--- config.mk ---
export PLATFORM = sky130hd
export DESIGN_NAME = traffic_phase_scheduler_flat
export DESIGN_NICKNAME = d
export VERILOG_FILES = /design/src/rtl/traffic_pkg.sv /design/src/rtl/traffic_phase_scheduler_if.sv /design/src/rtl/bin2bcd99.sv /design/src/rtl/traffic_phase_scheduler.sv /design/src/flat_wrapper.sv
export SDC_FILE = /design/constraint.sdc
export NUM_CORES = 1
export LEC_CHECK = 0
export ABC_CLOCK_PERIOD_IN_PS = 4000
export CORE_AREA = 2 2 72 74
export CTS_CLUSTER_SIZE = 16
export DETAILED_ROUTE_END_ITERATION = 10
export DIE_AREA = 0 0 74 76
export RECOVER_POWER = 25
export SLEW_MARGIN = 20
export SYNTH_ARGS = -nofsm -noshare
export SYNTH_HDL_FRONTEND = slang
export SYNTH_SLANG_ARGS = --single-unit
export TNS_END_PERCENT = 100
--- constraint.sdc ---
create_clock -name CLK -period 4 [get_ports CLK]
set_clock_uncertainty 0.05 [all_clocks]
set_input_delay 0.8 -clock CLK [delete_from_list [all_inputs] [get_ports CLK]]
set_output_delay 0.8 -clock CLK [all_outputs]
set_load 0.02 [all_outputs]
--- src/rtl/traffic_pkg.sv ---
// Shared types and constants for the four-approach traffic phase scheduler.
package traffic_pkg;

  typedef enum logic [2:0] {
    StClear   = 3'd0,
    StWait    = 3'd1,
    StGreen   = 3'd2,
    StRest    = 3'd3,
    StYellow  = 3'd4,
    StPreempt = 3'd5
  } phase_t;

  localparam logic [1:0] DIR_SN1 = 2'd0;
  localparam logic [1:0] DIR_SN2 = 2'd1;
  localparam logic [1:0] DIR_WE1 = 2'd2;
  localparam logic [1:0] DIR_WE2 = 2'd3;

  localparam int unsigned GREEN_MIN_DEF = 5;
  localparam int unsigned YELLOW_T_DEF  = 3;
  localparam int unsigned ALLRED_T_DEF  = 2;
  localparam int unsigned CNT_W_DEF     = 7;

  typedef struct packed {
    logic       found;
    logic [1:0] idx;
  } grant_t;

endpackage

--- src/rtl/traffic_phase_scheduler_if.sv ---
// Request/lamp/display bundle between the scheduler and its environment.
interface traffic_phase_scheduler_if;
  logic       TICK;
  logic [3:0] REQ;
  logic       EMG_REQ;
  logic [1:0] EMG_DIR;
  logic [3:0] GREEN;
  logic [3:0] YELLOW;
  logic       ALL_RED;
  logic [1:0] CUR_DIR;
  logic [3:0] CNT_TENS;
  logic [3:0] CNT_ONES;
  logic       EMG_ACK;

  modport master (
    output TICK, REQ, EMG_REQ, EMG_DIR,
    input  GREEN, YELLOW, ALL_RED, CUR_DIR, CNT_TENS, CNT_ONES, EMG_ACK
  );

  modport slave (
    input  TICK, REQ, EMG_REQ, EMG_DIR,
    output GREEN, YELLOW, ALL_RED, CUR_DIR, CNT_TENS, CNT_ONES, EMG_ACK
  );
endinterface

--- src/rtl/bin2bcd99.sv ---
// Combinational binary to two-digit BCD; results are meaningful for inputs 0..99.
module bin2bcd99 (
  input  logic [6:0] bin_i,
  output logic [3:0] tens_o,
  output logic [3:0] ones_o
);

  always_comb begin
    tens_o = 4'(bin_i / 7'd10);
    ones_o = 4'(bin_i % 7'd10);
  end

endmodule

--- src/rtl/traffic_phase_scheduler.sv ---
// Round-robin green sequencer with emergency preemption, timed yellow/all-red clearance
// and a BCD countdown of the seconds remaining in the current timed phase.
module traffic_phase_scheduler
  import traffic_pkg::*;
#(
  parameter int unsigned GREEN_MIN = GREEN_MIN_DEF,
  parameter int unsigned YELLOW_T  = YELLOW_T_DEF,
  parameter int unsigned ALLRED_T  = ALLRED_T_DEF,
  parameter int unsigned CNT_W     = CNT_W_DEF
) (
  input  logic                      CLK,
  input  logic                      RESET,
  traffic_phase_scheduler_if.slave  bus
);

  localparam logic [CNT_W-1:0] GreenLd  = CNT_W'(GREEN_MIN);
  localparam logic [CNT_W-1:0] YellowLd = CNT_W'(YELLOW_T);
  localparam logic [CNT_W-1:0] AllredLd = CNT_W'(ALLRED_T);
  localparam logic [CNT_W-1:0] RemOne   = CNT_W'(1);

  // First requesting approach in cyclic order cur+1, cur+2, cur+3, cur.
  function automatic grant_t rr_pick(input logic [3:0] req, input logic [1:0] cur);
    grant_t     g;
    logic [1:0] idx;
    g.found = 1'b0;
    g.idx   = cur;
    for (int k = 3; k >= 0; k--) begin
      idx = cur + 2'(k + 1);
      if (req[idx]) begin
        g.found = 1'b1;
        g.idx   = idx;
      end
    end
    return g;
  endfunction

  phase_t           state_q, state_d;
  logic [CNT_W-1:0] rem_q, rem_d;
  logic [1:0]       dir_q, dir_d;
  logic [3:0]       green_q, green_d;
  logic [3:0]       yellow_q, yellow_d;
  logic             all_red_q, all_red_d;
  logic             emg_ack_q, emg_ack_d;

  logic [3:0] cur_oh;
  logic       emg_own;
  logic       emg_other;
  logic       compete;
  logic       expire;
  logic       do_grant;
  grant_t     grant;

  always_comb begin
    cur_oh    = 4'b0001 << dir_q;
    emg_own   = bus.EMG_REQ && (bus.EMG_DIR == dir_q);
    emg_other = bus.EMG_REQ && (bus.EMG_DIR != dir_q);
    compete   = (|(bus.REQ & ~cur_oh)) || emg_other;
    expire    = bus.TICK && (rem_q == RemOne);
    grant     = rr_pick(bus.REQ, dir_q);
  end

  always_comb begin
    state_d  = state_q;
    rem_d    = rem_q;
    dir_d    = dir_q;
    do_grant = 1'b0;

    case (state_q)
      StClear: begin
        if (expire) begin
          do_grant = 1'b1;
        end else if (bus.TICK) begin
          rem_d = rem_q - RemOne;
        end
      end
      StWait: do_grant = 1'b1;
      StGreen: begin
        // Emergency handling outranks a coincident expiry of the minimum green.
        if (emg_other) begin
          state_d = StYellow;
          rem_d   = YellowLd;
        end else if (emg_own) begin
          state_d = StPreempt;
          rem_d   = '0;
        end else if (expire) begin
          state_d = compete ? StYellow : StRest;
          rem_d   = compete ? YellowLd : '0;
        end else if (bus.TICK) begin
          rem_d = rem_q - RemOne;
        end
      end
      StRest: begin
        if (emg_own) begin
          state_d = StPreempt;
        end else if (compete) begin
          state_d = StYellow;
          rem_d   = YellowLd;
        end
      end
      StPreempt: begin
        if (!bus.EMG_REQ) begin
          state_d = StYellow;
          rem_d   = YellowLd;
        end
      end
      StYellow: begin
        if (expire) begin
          state_d = StClear;
          rem_d   = AllredLd;
        end else if (bus.TICK) begin
          rem_d = rem_q - RemOne;
        end
      end
      default: begin
        state_d = StClear;
        rem_d   = AllredLd;
      end
    endcase

    if (do_grant) begin
      if (bus.EMG_REQ) begin
        state_d = StPreempt;
        dir_d   = bus.EMG_DIR;
        rem_d   = '0;
      end else if (grant.found) begin
        state_d = StGreen;
        dir_d   = grant.idx;
        rem_d   = GreenLd;
      end else begin
        state_d = StWait;
        rem_d   = '0;
      end
    end
  end

  // Lamps are decoded from the next state so they change on the same edge as the phase.
  always_comb begin
    green_d   = '0;
    yellow_d  = '0;
    all_red_d = 1'b0;
    emg_ack_d = 1'b0;
    case (state_d)
      StGreen, StRest: green_d = 4'b0001 << dir_d;
      StPreempt: begin
        green_d   = 4'b0001 << dir_d;
        emg_ack_d = 1'b1;
      end
      StYellow: yellow_d = 4'b0001 << dir_d;
      default:  all_red_d = 1'b1;
    endcase
  end

  always_ff @(posedge CLK or negedge RESET) begin
    if (!RESET) begin
      state_q   <= StClear;
      rem_q     <= AllredLd;
      dir_q     <= DIR_WE2;
      green_q   <= '0;
      yellow_q  <= '0;
      all_red_q <= 1'b1;
      emg_ack_q <= 1'b0;
    end else begin
      state_q   <= state_d;
      rem_q     <= rem_d;
      dir_q     <= dir_d;
      green_q   <= green_d;
      yellow_q  <= yellow_d;
      all_red_q <= all_red_d;
      emg_ack_q <= emg_ack_d;
    end
  end

  logic [3:0] tens;
  logic [3:0] ones;

  bin2bcd99 u_bcd (
    .bin_i  (7'(rem_q)),
    .tens_o (tens),
    .ones_o (ones)
  );

  assign bus.GREEN    = green_q;
  assign bus.YELLOW   = yellow_q;
  assign bus.ALL_RED  = all_red_q;
  assign bus.CUR_DIR  = dir_q;
  assign bus.EMG_ACK  = emg_ack_q;
  assign bus.CNT_TENS = tens;
  assign bus.CNT_ONES = ones;

  lamp_excl_a: assert property (@(posedge CLK) disable iff (!RESET)
    !((|green_q) && (|yellow_q)));
  lamp_onehot_a: assert property (@(posedge CLK) disable iff (!RESET)
    $onehot0(green_q) && $onehot0(yellow_q));
  all_red_a: assert property (@(posedge CLK) disable iff (!RESET)
    all_red_q == ((green_q == 4'b0) && (yellow_q == 4'b0)));

endmodule

--- src/flat_wrapper.sv ---
// flat-port wrapper written by rule: the top's interface ports become plain ports
module traffic_phase_scheduler_flat import traffic_pkg::*;
#(
  parameter int unsigned GREEN_MIN = GREEN_MIN_DEF,
  parameter int unsigned YELLOW_T  = YELLOW_T_DEF,
  parameter int unsigned ALLRED_T  = ALLRED_T_DEF,
  parameter int unsigned CNT_W     = CNT_W_DEF
)
  (CLK, RESET, bus_TICK, bus_REQ, bus_EMG_REQ, bus_EMG_DIR, bus_GREEN, bus_YELLOW, bus_ALL_RED, bus_CUR_DIR, bus_CNT_TENS, bus_CNT_ONES, bus_EMG_ACK);
  traffic_phase_scheduler_if bus_i ();
  input  logic CLK;
  input  logic RESET;
  input wire logic [$bits(bus_i.TICK)-1:0] bus_TICK;
  input wire logic [$bits(bus_i.REQ)-1:0] bus_REQ;
  input wire logic [$bits(bus_i.EMG_REQ)-1:0] bus_EMG_REQ;
  input wire logic [$bits(bus_i.EMG_DIR)-1:0] bus_EMG_DIR;
  output wire logic [$bits(bus_i.GREEN)-1:0] bus_GREEN;
  output wire logic [$bits(bus_i.YELLOW)-1:0] bus_YELLOW;
  output wire logic [$bits(bus_i.ALL_RED)-1:0] bus_ALL_RED;
  output wire logic [$bits(bus_i.CUR_DIR)-1:0] bus_CUR_DIR;
  output wire logic [$bits(bus_i.CNT_TENS)-1:0] bus_CNT_TENS;
  output wire logic [$bits(bus_i.CNT_ONES)-1:0] bus_CNT_ONES;
  output wire logic [$bits(bus_i.EMG_ACK)-1:0] bus_EMG_ACK;
  assign bus_i.TICK = bus_TICK;
  assign bus_i.REQ = bus_REQ;
  assign bus_i.EMG_REQ = bus_EMG_REQ;
  assign bus_i.EMG_DIR = bus_EMG_DIR;
  assign bus_GREEN = bus_i.GREEN;
  assign bus_YELLOW = bus_i.YELLOW;
  assign bus_ALL_RED = bus_i.ALL_RED;
  assign bus_CUR_DIR = bus_i.CUR_DIR;
  assign bus_CNT_TENS = bus_i.CNT_TENS;
  assign bus_CNT_ONES = bus_i.CNT_ONES;
  assign bus_EMG_ACK = bus_i.EMG_ACK;
  traffic_phase_scheduler #(.GREEN_MIN(GREEN_MIN), .YELLOW_T(YELLOW_T), .ALLRED_T(ALLRED_T), .CNT_W(CNT_W)) u_core (.CLK(CLK), .RESET(RESET), .bus(bus_i));
endmodule
==> qor.yml, run 1 <==
status: "finished, final reports clean"
hp-class: "flop to flop"
synthDistinctLibCells: 57
synth_top_area_frac: 0.238
die-height_microns: 76
cts-root-buf: "clkbuf_8"
io_pins: 30
ys_warn_count: 0
area_growth_syn_to_layout_pct: 21.5
antenna_found_initial: 0
criticalPathCategory: "flop to primary output"
grt_pass1_wl_microns: 7720
numPortBuffers: 29
seq_area_frac_synth: 0.294
postCtsHoldBufs: 0
synth.area.mux_share: 0.0682
avgSynthCellArea_sq_um: 8.43
antenna_left: 0
powerDensity_mw_per_mm2: 809
cts.sinks: 22
relSlewSlack: 0.329
slowest_stage: "dfrtp_1"
drc: 0
fin_nets: 265
synth_compound_area_frac: 0.282
synthTopCellsByCount: "dfrtp_1 (18), nor2_1 (18), nand2_1 (17), o21ai_0 (17)"
routed_wl_microns: 4360
max_cap_violations: 0
crit_chain: "nor2b_1, xnor2_1, a221oi_1, ha_1, o211ai_1, mux2i_1, clkdlybuf4s50_1"
crit_path_start_kind: "flop"
synth_fp_nets: 243
rows: 26
grt_pass1_vias: 1679
clockBufferDepth: 2
wire_per_inst_microns: 13.8
synth-xor-area-share: 0.0278
post-route-period-util: 0.930
firstDrtPassIters: 4
clk_pin_slew_worst_paths_ns: 0.08
yosysTopAreaCell: "dfrtp_1"
vias_per_cell: 5.33
grt-ovfl-total: 0
via_count: 1678
drive_above_1_share: 0.106
drv_slew: 0
die-area_sq_mm: 0.00562
die_width_microns: 74
synth_ff_type: "dfrtp_1"
cts_setup_buffers: 0
drtIter0Drc: 80
hold_violations: 0
tightest_slew_ns: 1.00
worst_skew_pair.late_latency_ns: 0.26
post-route-util: 0.467
gr-usage-all-layers: 0.167
cts_resized: 0
antenna_cells: 0
cts_htree_levels: 1
rsz0062_at_grt: "no"
max_stage_delay_ns: 0.67
crit_required_ns: 3.15
coreArea_sq_mm: 0.00491
setup_violations: 0
synth-simple-area-share: 0.198
syn_inst: 224
cts_tree: "done"
endpoint_kind: "primary output"
cp_max_fo: 17
numCtsBuffers: 3
max-vdd-ir-drop_mv: 0.432
globalplace.congestion: 0.844
synth_top_family_by_area: "compound AO/OA/AOI/OAI gates"
initial_core_util: 0.385
period_minus_slack_ns: 3.72
synth_adder_area_share: 0.0596
leakage_nw: 0.946
synth_seq_cells: 22
synth_area_sq_mm: 0.00189
grt_max_degree: 23
fmax_mhz: 269
hpwlAfterDp_microns: 3240
netlist_top_cells_area: "dfrtp_1 (24%), ha_1 (6.0%), dfstp_2 (5.6%), o21ai_0 (4.5%), nor2_1 (3.6%)"
synth_edf_count: 0
async_flop_share: 1.00
tns_ns: 0
arrival_ns: 2.87
## cell usage in the layout, fill, tap and decap left out, types with 3 or more instances in the layout
master	instances
nor2b_1	9
o21ai_0	17
mux2i_1	5
clkbuf_8	3
nand2b_1	4
nand3_1	3
o41ai_1	3
inv_1	12
nor3_1	4
buf_4	6
xnor2_1	5
mux2_2	5
a21oi_1	13
nor2_1	18
nand2_1	17
a21o_1	4
clkdlybuf4s50_1	28
dfstp_2	4
dfrtp_1	18
a22oi_1	3
o211ai_1	7
ha_1	9
## final cells by class
cell class	count	area (sq um)
Tap cell	70	87.6
Clock buffer	3	41.3
Inverter	12	45.0
Sequential cell	22	556
Multi-Input combinational cell	172	1200
Timing Repair Buffer	35	335
Clock inverter	1	30.0
Fill cell	466	2620
## metal layers
layer / track usage / wire length (microns)
met1: 0.230 / 2100
met2: 0.271 / 2050
met3: 0.0198 / 124
met4: 0.0527 / 85
met5: 0 / 0
## final timing paths
| check | start | end | slack [ns] | depth (start not counted) |
|---|---|---|---|---|
| min in group asynchronous | RESET | u_core.bus.GREEN[2] | 1.10 | 1 |
| max in group asynchronous | RESET | u_core.rem_q[3] | 2.19 | 1 |
| max reg2reg | u_core.bus.CUR_DIR[0] | u_core.bus.GREEN[3] | 1.07 | 9 |
| min | u_core.rem_q[1] | u_core.rem_q[1] | 0.54 | 1 |
| max | u_core.rem_q[3] | bus_CNT_ONES[2] | 0.28 | 7 |
| min reg2reg | u_core.rem_q[1] | u_core.rem_q[1] | 0.54 | 1 |
## worst max-delay path, delay by kind of cell (launching register included)
kind	cells	cell delay, ns
compound gates	2	0.55
fa+ha+maj	1	0.26
flops	1	0.67
buf+inv	1	0.61
simple gates	1	0.16
mux	1	0.18
xor+xnor	1	0.16
## power by group
group	switching (mW)	internal, mW	leakage, nW
logic	0.628	0.578	0.631
clock network	0.0731	0.134	0.0357
registers	0.140	0.306	0.279
## sequential cells by signal, indices dropped and copies added (netlist names)
signal	flops
u_core.bus.EMG_ACK	1
u_core.rem_q	7
u_core.bus.CUR_DIR	2
u_core.bus.GREEN	4
u_core.bus.ALL_RED	1
u_core.bus.YELLOW	4
u_core.state_q	3
## per-stage QoR
stage          instances  hold slack, ns  power (mW)  setup WS [ns]  area [sq um]
5_1_grt              315           0.557        2.03         0.0427          2300
6_report             315           0.537        1.86          0.278          2300
2_1_floorplan        224           0.454        1.27          0.631          1890
3_5_place_dp         311           0.526        1.65          0.577          2220
3_3_place_gp         311           0.523        1.65          0.630          2220
4_1_cts              315           0.537        1.87          0.282          2300
## cell families after synthesis
group	Yosys count
AO/OA/AOI/OAI	76
XOR/XNOR	6
adder cells (fa/ha/maj)	9
buffers and inverters	30
flip-flops	22
multiplexers	11
AND/OR/NAND/NOR	70
Note: power is estimated with default switching activity, not from simulation.
==> run 2: changes to the inputs <==
--- a/config.mk
+++ b/config.mk
@@ -11,6 +11,7 @@
 export DETAILED_ROUTE_END_ITERATION = 10
 export DIE_AREA = 0 0 74 76
 export RECOVER_POWER = 25
+export REMOVE_ABC_BUFFERS = 1
 export SLEW_MARGIN = 20
 export SYNTH_ARGS = -nofsm -noshare
 export SYNTH_HDL_FRONTEND = slang
==> run 2 against run 1 <==
Net effect: critical path depth rose by 1; cell count stayed put; non-clock buffer count did not move; power is 0.89% higher; register-to-register slack better by 0.03 ns; clock power grew 2%; critical path type unchanged; critical endpoint unchanged; highest routed layer unchanged.
==> qor.yml, run 2 (synthesis results as in run 1) <==
antenna_found_initial: 0
numCtsBuffers: 3
io_pins: 30
criticalPathCategory: "flop to primary output"
slowest_stage: "clkdlybuf4s50_1"
wl_met2_microns: 2020
arrival_ns: 2.88
max-vdd-ir-drop_mv: 0.559
hold_violations: 0
initial_core_util: 0.385
routed_wl_microns: 4400
drt-met1-wl_microns: 2170
fmax_mhz: 268
antenna_cells: 0
tightest_slew_ns: 1.16
dp.cells: 311
endpoint_kind: "primary output"
area_growth_syn_to_layout_pct: 22.0
rows: 26
rsz0062_at_grt: "no"
numPortBuffers: 29
crit_required_ns: 3.15
setup_violations: 0
antenna_left: 0
grt-ovfl-total: 0
clockBufferDepth: 2
drc: 0
largest_register: "u_core.rem_q"
period_minus_slack_ns: 3.73
gr-usage-all-layers: 0.167
post-route-period-util: 0.932
instances_no_fill: 315
cp_max_fo: 11
worst_skew_pair.late_latency_ns: 0.27
cts.sinks: 22
p_total_mw: 1.87
via_count: 1704
drv_slew: 0
wl_met3_microns: 173
crit_path_start_kind: "flop"
wire_per_inst_microns: 14.0
grt_pass1_vias: 1607
largest_reg_flops: 7
tns_ns: 0
max_cap_violations: 0
fin_nets: 265
die_width_microns: 74
cts-root-buf: "clkbuf_8"
powerDensity_mw_per_mm2: 813
top_layer: "met4"
die-height_microns: 76
hp-class: "flop to flop"
relSlewSlack: 0.229
status: "finished, final reports clean"
clk_pin_slew_worst_paths_ns: 0.08
leakage_nw: 0.945
hpwlAfterDp_microns: 3210
cts_htree_levels: 1
vias_per_cell: 5.41
crit_chain: "nor2b_4, a21oi_1, o21ai_0, a221oi_2, ha_1, o211ai_1, mux2i_1, clkdlybuf4s50_1"
globalplace.congestion: 0.791
grt_pass1_wl_microns: 7630
final_common_cell: "clkdlybuf4s50_1"
max_stage_delay_ns: 0.61
coreArea_sq_mm: 0.00491
die-area_sq_mm: 0.00562
cts_tree: "done"
drive_above_1_share: 0.118
drtIter0Drc: 88
firstDrtPassIters: 4
grt_max_degree: 23
layout_common_cells: "clkdlybuf4s50_1 (28), nor2_1 (18), o21ai_0 (17), nand2_1 (17), dfrtp_1 (17)"
==> run 2: worst max-delay path, delay by kind of cell, from the launching register on <==
kind | cells | cell delay (ns)
AOI/OAI and AO/OA | 4 | 0.71
adders and majority gates | 1 | 0.22
buffers and inverters | 1 | 0.61
DFF | 1 | 0.54
muxes | 1 | 0.22
and+or+nand+nor | 1 | 0.29
==> run 2: cell type report <==
class,count,area (sq um)
fillers,502,2610
inverters,12,45.0
clock buffers,3,41.3
well taps,70,87.6
clock inverters,1,30.0
flip-flops and latches,22,557
repair buffers,35,329
multi-input cells,172,1210
==> run 2: final timing paths <==
path                       cells after the start                   end                  start  slack, ns
max                                            8       bus_CNT_ONES[2]        u_core.rem_q[6]       0.27
max reg2reg                                    8  u_core.bus.YELLOW[0]  u_core.bus.CUR_DIR[0]       1.10
min                                            1       u_core.rem_q[1]        u_core.rem_q[1]       0.54
max in group asynchronous                      1       u_core.rem_q[4]                  RESET       2.45
min reg2reg                                    1       u_core.rem_q[1]        u_core.rem_q[1]       0.54
min in group asynchronous                      1  u_core.bus.YELLOW[2]                  RESET       0.69
==> run 2: through the flow <==
| stage | utilization | worst slack (ns) | area (sq um) | hold slack, ns |
|---|---|---|---|---|
| 6_report | 0.469 | 0.273 | 2300 | 0.542 |
| 5_1_grt | 0.469 | 0.0313 | 2300 | 0.571 |
| 4_1_cts | 0.467 | 0.130 | 2300 | 0.546 |
| 2_1_floorplan | - | 0.746 | 1800 | 0.454 |
| 3_3_place_gp | 0.453 | 0.479 | 2220 | 0.523 |
| 3_5_place_dp | 0.453 | 0.434 | 2220 | 0.534 |
==> run 2: where the power goes <==
part	switching, mW	internal [mW]
Combinational	0.642	0.589
Clock	0.0772	0.134
Sequential	0.126	0.307
==> run 2: repair_timing <==
| item | in CTS | in global routing |
|---|---|---|
| buffers inserted | 0 | 0 |
| hold buffers | 0 | 0 |
| resized for setup | 0 | 4 |
| endpoints found under the setup margin | 0 | 3 |
==> run 2: routing by layer <==
layer  up-vias  track usage
li1        868            -
met1       799        0.247
met2        34        0.262
met3         3       0.0251
met4         0       0.0273
met5         -            0
